$ cat src/rtl/fifo_stream_pkg.sv
// Shared types and constants for the FIFO stream reader.
//   BUF_DEPTH  : entries in the output buffer (also the read credit limit)
//   LINE_CNT_W : width of the line word counter
//   buf_entry_t: one buffered stream word {data, last}
//   credit_ok  : true when another FIFO read may be issued
package fifo_stream_pkg;

    localparam int BUF_DEPTH  = 4;
    localparam int LINE_CNT_W = 16;
    localparam int STREAM_DW  = 32;
    localparam int OCC_W      = $clog2(BUF_DEPTH + 1);
    localparam int PTR_W      = $clog2(BUF_DEPTH);

    typedef struct packed {
        logic [STREAM_DW-1:0] data;
        logic                 last;
    } buf_entry_t;

    // Every issued read owns a buffer slot until it is popped, so the sum
    // of reads in flight and words held must stay below the buffer depth.
    function automatic logic credit_ok(input logic [OCC_W-1:0] inflight_cnt,
                                       input logic [OCC_W-1:0] occ);
        return ({1'b0, inflight_cnt} + {1'b0, occ}) < (OCC_W + 1)'(BUF_DEPTH);
    endfunction

endpackage

$ cat src/rtl/fifo_stream_reader_if.sv
// Valid/ready stream carrying one FIFO word plus a line-end marker.
//   m_valid/m_data/m_last : driven by the master (the reader)
//   m_ready               : driven by the slave (downstream consumer)
interface fifo_stream_reader_if
    import fifo_stream_pkg::*;
#(
    parameter int DATA_WIDTH = STREAM_DW
);
    logic                  m_valid;
    logic                  m_ready;
    logic [DATA_WIDTH-1:0] m_data;
    logic                  m_last;

    modport master (output m_valid, output m_data, output m_last, input m_ready);
    modport slave  (input m_valid, input m_data, input m_last, output m_ready);
endinterface

$ cat src/rtl/fifo_stream_skid_buf.sv
// Register-based 4-entry buffer of {data, last} words.
//   push/push_entry : write one entry at the tail
//   pop             : drop the head entry
//   head            : current head entry (valid when occ != 0)
//   occ             : number of entries held
// The caller guarantees no push when full and no pop when empty.
module fifo_stream_skid_buf
    import fifo_stream_pkg::*;
(
    input  logic             clk,
    input  logic             rst_n,
    input  logic             push,
    input  buf_entry_t       push_entry,
    input  logic             pop,
    output buf_entry_t       head,
    output logic [OCC_W-1:0] occ
);

    buf_entry_t       mem [BUF_DEPTH];
    logic [PTR_W-1:0] wr_ptr;
    logic [PTR_W-1:0] rd_ptr;

    // Pointers wrap naturally because BUF_DEPTH is a power of two.
    always_ff @(posedge clk or negedge rst_n) begin
        if (!rst_n) begin
            for (int i = 0; i < BUF_DEPTH; i++) mem[i] <= '0;
            wr_ptr <= '0;
            rd_ptr <= '0;
            occ    <= '0;
        end else begin
            if (push) begin
                mem[wr_ptr] <= push_entry;
                wr_ptr      <= wr_ptr + PTR_W'(1);
            end
            if (pop) rd_ptr <= rd_ptr + PTR_W'(1);
            occ <= occ + OCC_W'(push) - OCC_W'(pop);
        end
    end

    assign head = mem[rd_ptr];

endmodule

$ cat src/rtl/fifo_stream_reader.sv
// Read-side controller for a synchronous 32-bit FIFO. Issues credit-limited
// reads, absorbs the FIFO read latency in a small buffer and presents the
// words as a valid/ready stream with a line-end marker.
//   clk, rst_n     : clock, asynchronous active-low reset
//   enable         : permits new FIFO reads
//   fifo_empty     : registered FIFO empty flag
//   fifo_rd_en     : FIFO read strobe
//   fifo_rd_data   : FIFO read data, valid RD_LATENCY cycles after the strobe
//   m_if           : output stream (master side)
//   busy           : a word is in flight or buffered
module fifo_stream_reader
    import fifo_stream_pkg::*;
#(
    parameter int DATA_WIDTH = 32,
    parameter int RD_LATENCY = 1,    // 1 or 2
    parameter int LINE_WORDS = 1024  // 1..65535
) (
    input  logic                  clk,
    input  logic                  rst_n,
    input  logic                  enable,
    input  logic                  fifo_empty,
    output logic                  fifo_rd_en,
    input  logic [DATA_WIDTH-1:0] fifo_rd_data,
    fifo_stream_reader_if.master  m_if,
    output logic                  busy
);

    logic [RD_LATENCY-1:0] inflight;
    logic [OCC_W-1:0]      inflight_cnt;
    logic [OCC_W-1:0]      occ;
    logic [LINE_CNT_W-1:0] line_cnt;
    logic                  push;
    logic                  pop;
    logic                  line_end;
    buf_entry_t            push_entry;
    buf_entry_t            head;

    always_comb begin
        inflight_cnt = '0;
        for (int i = 0; i < RD_LATENCY; i++)
            inflight_cnt = inflight_cnt + OCC_W'(inflight[i]);
    end

    // rst_n is folded in so the strobe drops the moment reset is asserted,
    // not one edge later.
    assign fifo_rd_en = rst_n & enable & ~fifo_empty & credit_ok(inflight_cnt, occ);

    // Each bit marks a read issued that many cycles ago; the top bit is the
    // read whose data is on fifo_rd_data this cycle.
    always_ff @(posedge clk or negedge rst_n) begin
        if (!rst_n) inflight <= '0;
        else        inflight <= (inflight << 1) | RD_LATENCY'(fifo_rd_en);
    end

    assign push     = inflight[RD_LATENCY-1];
    assign line_end = (line_cnt == LINE_CNT_W'(LINE_WORDS - 1));

    always_ff @(posedge clk or negedge rst_n) begin
        if (!rst_n)    line_cnt <= '0;
        else if (push) line_cnt <= line_end ? '0 : line_cnt + LINE_CNT_W'(1);
    end

    assign push_entry.data = fifo_rd_data;
    assign push_entry.last = line_end;

    fifo_stream_skid_buf u_buf (
        .clk        (clk),
        .rst_n      (rst_n),
        .push       (push),
        .push_entry (push_entry),
        .pop        (pop),
        .head       (head),
        .occ        (occ)
    );

    assign m_if.m_valid = (occ != '0);
    assign m_if.m_data  = head.data;
    assign m_if.m_last  = head.last;
    assign pop          = m_if.m_valid & m_if.m_ready;
    assign busy         = (inflight != '0) | (occ != '0);

endmodule

$ cat src/flat_wrapper.sv
// flat-port wrapper written by rule: the top's interface ports become plain ports
module fifo_stream_reader_flat import fifo_stream_pkg::*;
#(
    parameter int DATA_WIDTH = 32,
    parameter int RD_LATENCY = 1,             
    parameter int LINE_WORDS = 1024             
)
  (clk, rst_n, enable, fifo_empty, fifo_rd_en, fifo_rd_data, busy, m_if_m_valid, m_if_m_data, m_if_m_last, m_if_m_ready);
  fifo_stream_reader_if #(.DATA_WIDTH(DATA_WIDTH)) m_if_i ();
  input  logic clk;
  input  logic rst_n;
  input  logic enable;
  input  logic fifo_empty;
  output logic fifo_rd_en;
  input  logic [DATA_WIDTH-1:0] fifo_rd_data;
  output logic busy;
  output wire logic [$bits(m_if_i.m_valid)-1:0] m_if_m_valid;
  output wire logic [$bits(m_if_i.m_data)-1:0] m_if_m_data;
  output wire logic [$bits(m_if_i.m_last)-1:0] m_if_m_last;
  input wire logic [$bits(m_if_i.m_ready)-1:0] m_if_m_ready;
  assign m_if_m_valid = m_if_i.m_valid;
  assign m_if_m_data = m_if_i.m_data;
  assign m_if_m_last = m_if_i.m_last;
  assign m_if_i.m_ready = m_if_m_ready;
  fifo_stream_reader #(.DATA_WIDTH(DATA_WIDTH), .RD_LATENCY(RD_LATENCY), .LINE_WORDS(LINE_WORDS)) u_core (.clk(clk), .rst_n(rst_n), .enable(enable), .fifo_empty(fifo_empty), .fifo_rd_en(fifo_rd_en), .fifo_rd_data(fifo_rd_data), .m_if(m_if_i), .busy(busy));
endmodule
$ cat config.mk
export PLATFORM = sky130hd
export DESIGN_NAME = fifo_stream_reader_flat
export DESIGN_NICKNAME = d
export VERILOG_FILES = /design/src/rtl/fifo_stream_pkg.sv /design/src/rtl/fifo_stream_reader_if.sv /design/src/rtl/fifo_stream_skid_buf.sv /design/src/rtl/fifo_stream_reader.sv /design/src/flat_wrapper.sv
export SDC_FILE = /design/constraint.sdc
export NUM_CORES = 1
export LEC_CHECK = 0
export ABC_AREA = 1
export CAP_MARGIN = 25
export CORE_MARGIN = 5
export CORE_UTILIZATION = 30
export CTS_CLUSTER_SIZE = 24
export DETAILED_ROUTE_END_ITERATION = 12
export HOLD_SLACK_MARGIN = 0.03
export PLACE_DENSITY_LB_ADDON = 0.1
export SLEW_MARGIN = 5
export SYNTH_ARGS = -nofsm -noshare
export SYNTH_HDL_FRONTEND = slang
export SYNTH_SLANG_ARGS = --single-unit
$ cat constraint.sdc
create_clock -name clk -period 2.35 [get_ports clk]
set_input_delay 0.47 -clock clk [delete_from_list [all_inputs] [get_ports clk]]
set_output_delay 0.47 -clock clk [all_outputs]
set_load 0.02 [all_outputs]
; ---- Word level (Yosys, flattened, before mapping)
; Index checks and enable logic that the tools add are counted.
[word_totals]
in_bits = 37
ff_bits = 156
output_inout_bits = 36
word_cells = 41
[classes]
mux = 7
n_reduce_logical = 2
add_sub_neg = 6
eq_ne = 1
bitwise_logic = 8
magnitude_cmp = 4
[ops]
columns = cell, count
row1 = $bwmux W132, 1
row2 = $mux W33, 3
row3 = $bmux W33 S2, 1
row4 = $demux W33 S2, 1
row5 = $add A16 B1 Y16 const B, 1
row6 = $eq A16 B10 Y1 const B, 1
row7 = $mux W16, 1
row8 = $ge A3 B3 Y1 const B, 2
row9 = $not A2 Y3, 2
row10 = $add A1 B3 Y4, 1
row11 = $add A2 B1 Y2 const B, 2
row12 = $and A1 B1 Y1, 4
row13 = $lt A4 B3 Y1 const B, 1
row14 = $add A3 B1 Y3, 1
row15 = $lt A3 B1 Y1 const B, 1
row16 = $reduce_bool A3 Y1, 1
row17 = $sub A3 B1 Y3, 1
row18 = $logic_and A1 B1 Y1, 1
row19 = $not A1 Y1, 1
row20 = $or A1 B1 Y1, 1

; ---- Logic depth before layout (Yosys ltp)
; Gate-level depths: netlist of run 1.
[logic_depth]
depth_word = 6
mapped_depth = 10
mapped_depth_nobuf = 10

; ---- Hierarchy
; A second synthesis of run 1 with hierarchy kept.
[unflattened]
cells_unflattened = 1030
hier_area_um2 = 7975.1
[modules_own_cells]
columns = mod, instances, area_per_inst_um2, seq_area_each_um2, cells_per_inst
row1 = fifo_stream_skid_buf, 1, 6935.4, 3478.3, 883
row2 = fifo_stream_reader, 1, 1039.7, 425.4, 147

; ---- Worst setup path before layout of run 1
; OpenSTA, ideal clock, no wires.
[synth_timing]
path_kind = register to register
from = register u_core.u_buf.occ[1]
to = register u_core.u_buf.occ[2]
path_slack_ps = 344
setup_ps = 122
arrival_ps = 1884
synth_period_minus_slack_ps = 2006
stages_incl_launch_ff = 11
path_buffers = 0
required_ps = 2228
cell_sequence = dfrtp_1 -> inv_1 -> nand3_1 -> nand2_1 -> inv_1 -> ha_1 -> inv_1 -> ha_1 -> inv_1 -> fa_1 -> xor2_1
[synth_via]
elab_chain_cells = 3
elab_cells_between_ends = 4
classes_between = 2 x add/sub / 1 x bitwise / 1 x reduce/logical
[synth_lines]
columns = element, line
row1 = start: declaration, fifo_stream_skid_buf.sv:16  ; output logic [OCC_W-1:0] occ
row2 = start signal: assignment, fifo_stream_skid_buf.sv:36  ; occ <= occ + OCC_W'(push) - OCC_W'(pop);
row3 = $reduce_bool A3 Y1, fifo_stream_reader.sv:76  ; assign m_if.m_valid = (occ != '0);
row4 = net m_if_m_valid, flat_wrapper.sv:17  ; output wire logic [$bits(m_if_i.m_valid)-1:0] m_if_m_valid;
row5 = $and A1 B1 Y1, fifo_stream_reader.sv:79  ; assign pop = m_if.m_valid & m_if.m_ready;
row6 = net u_core.pop, fifo_stream_reader.sv:33  ; logic pop;
row7 = $sub A3 B1 Y3, fifo_stream_skid_buf.sv:36
; The timed path passes the listed nets, and every way through them passes these cells.
; A chain may end at the register's enable or synchronous reset.

; ---- Final worst setup path of run 1
[layout_timing]
from = register u_core.u_buf.rd_ptr[0]
to = output m_if_m_data[10]
[layout_via]
elab_chain_cells = 4
[layout_lines]
columns = element, line
row1 = start: declaration, fifo_stream_skid_buf.sv:21  ; logic [PTR_W-1:0] rd_ptr;
row2 = start signal: assignment, fifo_stream_skid_buf.sv:35  ; if (pop) rd_ptr <= rd_ptr + PTR_W'(1);
row3 = $not A2 Y3 (implied by the code), fifo_stream_skid_buf.sv:40  ; assign head = mem[rd_ptr];
row4 = $bmux W33 S2, fifo_stream_skid_buf.sv:40
row5 = $mux W33 (implied by the code) (2 in series), fifo_stream_skid_buf.sv:40
row6 = end: declaration, flat_wrapper.sv:18  ; output wire logic [$bits(m_if_i.m_data)-1:0] m_if_m_data;
; Every way passes these cells. The select of a mux whose other input is x is not followed.

==> results.ini, run 1 <==
[cells_and_area]
diodes = 0
seqCellArea_um2 = 3910
synthToLayoutAreaGrowth_pct = 23.8
fillers = 2513
final_common_cell = nand2_1
multi_input_area_um2 = 2700
drive_gt1_share_pct = 11.6
final_nets = 952
layout_common_cells = nand2_1 (176), o21ai_0 (174), dfrtp_1 (155)
stdcell_count = 1238
design_area_um2 = 8820

[clocking]
clock_path_buffers = 2
cts_tree = yes
clock_sinks = 156
path_clk_slew_ps = 70
cts_hold_buf = 0
cts_htree_levels = 4
root_buffer = clkbuf_16
cts_buffers = 17
post_cts_buffers = 0
clkLatencyLatePin_ps = 420

[placed_design]
hpwlAfterDp_um = 11600
dpl_cell_area_um2 = 8270
dp_cells = 1206
portBuffers = 72
gp_congestion = 0.729

[worst_setup_path]
r2r_start = u_core.u_buf.occ[1]$_DFF_PN0_
path_max_fanout = 28
path_class = reg -> out
r2r_slack_ps = 400
crit_arrival_ps = 1770
reg2regPathDepth = 10
r2r-end = u_core.u_buf.occ[2]$_DFF_PN0_
endpoint_kind = output pin
required_ps = 1880
worstSetupStartpointType = register

[timing]
fin_skew_ps = 8.19
maxSlewHeadroom_pct = 51.4
drv_slew = 0
fin_setup_tns_ps = 0
fin_crit_ps = 2240
final_hold_viol_count = 0
max_freq_mhz = 446
final-setup-viol-count = 0
rsz0062_at_grt = false
period_share_pct = 95.3
worstMarginPinSlew_ps = 729

[job]
maxCapViolations = 0

[power_and_ir_drop]
power.density_nw_per_um2 = 1380
leakagePower_nw = 4.22
vdd.ir_drop.worst_uv = 551

[floorplanning]
die_h_um = 164
ios = 73
die_w_um = 164
row_count = 56
start_util_pct = 30.4
fp.coreArea_um2 = 23400
die-area_um2 = 26900

[global_routing]
grt_pass1_vias = 5674
grt_pass1_wl_um = 30400
antenna_found_initial = 0
grt_overflow = 0
grt_max_degree = 133
grt_usage_pct = 14.5

[drt]
drt_iter0_drc = 303
vias = 5594
wl_per_cell_um = 14.8
wl_um = 18300
viasPerCell = 4.52
ant_nets = 0
drtPass1Iterations = 4
drc = 0

[synthesis]
syn-num-nets = 886
yosys_warnings = 0
syn_inst = 840
syn_area_per_cell_um2 = 8.48
netlist_area_um2 = 7120
yosysSeqAreaShare_pct = 54.8
yosysUniqueCellTypes = 28
synth-seq-cells = 156

[status]
status = completed

[worst_hold_path]
hold_class = in -> async

-- logic make-up after synthesis --
kind of cell             count (synthesis)  synth area share (%)
AND/OR/NAND/NOR                        311                  17.6
AO/OA/AOI/OAI                          239                  17.6
flip-flops                             156                  54.8
buffers and inverters                  119                  7.47
adder cells (fa/ha/maj)                  9                  1.69
XOR/XNOR                                 6                 0.738
-- worst max-delay path: stages (launching register included) --
cell and delay, ps:
dfrtp_2 470, inv_4 120, buf_12 190, nor2_1 50, o22ai_1 160, dlygate4sd2_1 350
-- worst max-delay path by stage --
stage                                       startpoint                            end  slack, ps  depth (start not counted)
floorplan                u_core.u_buf.occ[1]$_DFF_PN0_  u_core.u_buf.occ[2]$_DFF_PN0_        340                         10
global placement                                enable                     fifo_rd_en        -90                          4
detailed placement                              enable                     fifo_rd_en        -80                          4
CTS                 u_core.u_buf.rd_ptr[0]$_DFFE_PN0P_                m_if_m_data[19]         -7                          5
global route        u_core.u_buf.rd_ptr[1]$_DFFE_PN0P_                m_if_m_data[20]          2                          5
finish              u_core.u_buf.rd_ptr[0]$_DFFE_PN0P_                m_if_m_data[10]        110                          5
-- layout make-up --
class | count | share of cell area, %
Multi-Input combinational cell | 565 | 30.6
Sequential cell | 156 | 44.3
Timing Repair Buffer | 97 | 10.5
Clock inverter | 11 | 1.77
Tap cell | 319 | 4.53
Clock buffer | 21 | 5.34
Inverter | 69 | 2.97
-- flip-flops by register name (all words and copies together) (netlist names) --
| signal | count |
|---|---|
| u_core.u_buf.mem | 132 |
| u_core.line_cnt | 16 |
| u_core.u_buf.occ | 3 |
| u_core.u_buf.rd_ptr | 2 |
| u_core.u_buf.wr_ptr | 2 |
| u_core.inflight | 1 |
-- cell usage after synthesis (all sizes together) --
cell type | instances | share of area, %
o21ai | 202 | 14
nor4 | 1 | 0.088
ha | 8 | 1.4
a21oi | 3 | 0.21
buf | 30 | 2.8
xor2 | 6 | 0.74
nand2 | 183 | 9.8
inv | 68 | 3.6
dfrtp | 156 | 55
and2 | 1 | 0.12
nor2 | 100 | 5.6
o22ai | 33 | 2.9
nand4 | 5 | 0.44
nor3 | 3 | 0.21
clkbuf | 20 | 1.1
nand3 | 18 | 1.4
clkinv | 1 | 0.053
fa | 1 | 0.28
o21bai | 1 | 0.11
-- report_power, final --
group	internal, mW	switching, mW
Sequential	3.88	0.667
Clock	1.77	1.15
Combinational	1.87	2.86
-- metrics by stage --
stage	total power, mW	hold WS [ps]	util, %	setup WS (ps)
6_report	12.2	112	37.7	110
5_1_grt	13.2	121	37.7	1.80
4_1_cts	12.5	111	38.0	-6.97
3_5_place_dp	9.77	467	35.4	-84.0
3_3_place_gp	9.74	462	35.4	-88.6
2_1_floorplan	7.49	174	-	344
-- routing by layer --
layer  track usage, %  vias up  part of all wire (%)  wire length (um)
met4             3.55        0                  0.88               161
met5                0        -                     0                 0
li1                 -     2876                     -                 -
met1             20.4     2634                    51              9280
met3             3.34       10                   3.4               625
met2             22.6       74                    45              8280
-- repair_timing --
action,CTS,global route
setup endpoints to repair,35,32
resized for setup,56,45
pin swaps,0,4
No activity file was read; power rests on OpenSTA's default activity.
==> inputs of run 2 (changes only) <==
PLACE_DENSITY_LB_ADDON = unset   (was 0.1)
SLEW_MARGIN = unset   (was 5)
==> run 2 against run 1 <==
Against the previous run: worst setup slack got worse by 50 ps; sequential cell count unchanged; cell count fell by 0.40%; sequential power is essentially flat; non-clock buffer count decreased by 5; cell area shrank 0.57%; clock skew grew 3.3 ps; combinational power down 1%; critical endpoint is now m_if_m_data[11]; largest cell class unchanged.
==> results.ini, run 2 (synthesis gave the netlist of run 1 again) <==
[drt]
ant_nets = 0  ; unchanged
viasPerCell = 4.63  ; was 4.52
drtPass1Iterations = 5  ; was 4
vias = 5705  ; was 5594
drc = 0  ; unchanged
wl_per_cell_um = 14.0  ; was 14.8 um
drt_iter0_drc = 479  ; was 303
wl_um = 17200  ; was 18300 um

[cells_and_area]
largest_register_ff_count = 132  ; unchanged
reg_top3 = u_core.u_buf.mem (132), u_core.line_cnt (16), u_core.u_buf.occ (3)  ; unchanged
synthToLayoutAreaGrowth_pct = 23.1  ; was 23.8%
drive_gt1_share_pct = 10.1  ; was 11.6%
largest_register = u_core.u_buf.mem  ; unchanged
fillers = 2452  ; was 2513
layout_common_cells = nand2_1 (176), o21ai_0 (174), dfrtp_1 (155)  ; unchanged
diodes = 0  ; unchanged
final_nets = 947  ; was 952
final_common_cell = nand2_1  ; unchanged

[floorplanning]
row_count = 56  ; unchanged
ios = 73  ; unchanged
die-area_um2 = 26900  ; unchanged
start_util_pct = 30.4  ; unchanged
fp.coreArea_um2 = 23400  ; unchanged
die_w_um = 164  ; unchanged
die_h_um = 164  ; unchanged

[worst_setup_path]
path_max_fanout = 32  ; was 28
crit_arrival_ps = 1820  ; was 1770 ps
required_ps = 1880  ; about the same
path_class = reg -> out  ; unchanged
endpoint_kind = output pin  ; unchanged
worstSetupStartpointType = register  ; unchanged

[clocking]
cts_buffers = 17  ; unchanged
path_clk_slew_ps = 70  ; about the same
post_cts_buffers = 0  ; unchanged
clock_path_buffers = 2  ; unchanged
clock_sinks = 156  ; unchanged
cts_htree_levels = 4  ; unchanged
root_buffer = clkbuf_16  ; unchanged
clkLatencyLatePin_ps = 430  ; was 420 ps
cts_tree = yes  ; unchanged

[power_and_ir_drop]
vdd.ir_drop.worst_uv = 558  ; was 551 uV
power.density_nw_per_um2 = 1370  ; was 1380 nW/um2
p_clk_share_pct = 23.6  ; was 24.0%
internal_power_mw = 7.34  ; was 7.52 mW
p_sw_share_pct = 38.9  ; was 38.4%
leakagePower_nw = 4.19  ; was 4.22 nW
pwr-share-comb_pct = 38.8  ; was 38.7%
power_frac_seq_pct = 37.7  ; was 37.3%
power_switching_mw = 4.68  ; about the same

[timing]
maxSlewHeadroom_pct = 52.4  ; was 51.4%
period_share_pct = 97.5  ; was 95.3%
drv_slew = 0  ; unchanged
fin_skew_ps = 11.5  ; was 8.19 ps
fin_crit_ps = 2290  ; was 2240 ps
final-setup-viol-count = 0  ; unchanged
rsz0062_at_grt = true  ; was false
worstMarginPinSlew_ps = 714  ; was 729 ps
holdWs_ps = 121  ; was 112 ps
final_hold_viol_count = 0  ; unchanged
max_freq_mhz = 437  ; was 446 MHz
fin_setup_tns_ps = 0  ; unchanged

[global_routing]
grt_max_degree = 127  ; was 133
grt_usage_pct = 13.4  ; was 14.5%
grt_pass1_vias = 5577  ; was 5674
grt_pass1_wl_um = 28800  ; was 30400 um
antenna_found_initial = 0  ; unchanged
grt_overflow = 0  ; unchanged

[placed_design]
gp_congestion = 0.809  ; was 0.729
hpwlAfterDp_um = 10900  ; was 11600 um
portBuffers = 72  ; unchanged

[worst_hold_path]
hold_class = in -> async  ; unchanged

[job]
maxCapViolations = 0  ; unchanged

[status]
status = completed  ; unchanged

==> run 2: per-stage QoR <==
| step | setup WS (ps) | utilization, % | cell area, um2 | total power [mW] | cells |
|---|---|---|---|---|---|
| 5_1_grt | -43.7 | 37.5 | 8770 | 13.0 | 1233 |
| 6_report | 59.7 | 37.5 | 8770 | 12.0 | 1233 |
| 4_1_cts | 0.592 | 37.6 | 8810 | 12.2 | 1233 |
| 3_3_place_gp | -119 | 35.2 | 8240 | 9.60 | 1201 |
| 2_1_floorplan | 344 | - | 7120 | 7.49 | 840 |
| 3_5_place_dp | -97.3 | 35.2 | 8240 | 9.70 | 1201 |
==> run 2: what timing repair did <==
action | CTS | global route
hold endpoints to repair | 0 | 0
pin swaps | 0 | 1
hold buffers | 0 | 0
setup endpoints to repair | 35 | 21
resized for setup | 38 | 33
==> run 2: worst max-delay path, stage by stage (launching register included) <==
cell and delay (ps):
dfrtp_2 450, inv_2 110, buf_12 200, o21ai_0 100
o22ai_1 160, dlygate4sd2_1 360
==> run 2: final timing paths <==
| check | from | end | slack (ps) | cells past startpoint |
|---|---|---|---|---|
| max reg2reg | u_core.u_buf.occ[1]$_DFF_PN0_ | u_core.u_buf.occ[2]$_DFF_PN0_ | 400 | 10 |
| max in group asynchronous | rst_n | u_core.u_buf.mem[62]$_DFFE_PN0P_ | 1180 | 3 |
| min | rst_n | u_core.u_buf.mem[56]$_DFFE_PN0P_ | 120 | 2 |
| min reg2reg | u_core.u_buf.mem[81]$_DFFE_PN0P_ | u_core.u_buf.mem[81]$_DFFE_PN0P_ | 470 | 2 |
| min in group clk | rst_n | u_core.inflight$_DFF_PN0_ | 430 | 4 |
| max | u_core.u_buf.rd_ptr[0]$_DFFE_PN0P_ | m_if_m_data[11] | 60 | 5 |
==> run 2: layout make-up <==
| type | instances | area (um2) | area share (%) |
|---|---|---|---|
| repair buffers | 92 | 898 | 10.2 |
| clock inverters | 14 | 170 | 1.94 |
| clock buffers | 18 | 439 | 5.01 |
| well taps | 319 | 399 | 4.55 |
| multi-input cells | 565 | 2700 | 30.7 |
| inverters | 69 | 259 | 2.95 |
| flip-flops and latches | 156 | 3910 | 44.5 |
==> run 2: power groups by stage <==
stage | sequential (mW) | clock (mW) | combinational [mW]
after floorplan | 4.40 | 0 | 3.09
after global placement | 4.53 | 0 | 5.06
after detailed placement | 4.56 | 0 | 5.14
after CTS | 4.52 | 2.91 | 4.78
after global routing | 4.69 | 3.02 | 5.26
final | 4.53 | 2.83 | 4.66
==> run 2: routing by layer <==
metal,vias up,track usage (%),wire length (um)
met5,-,0,0
met4,0,3.70,191
met3,16,2.86,640
met2,87,20.8,7690
met1,2738,19.1,8680
li1,2864,-,-
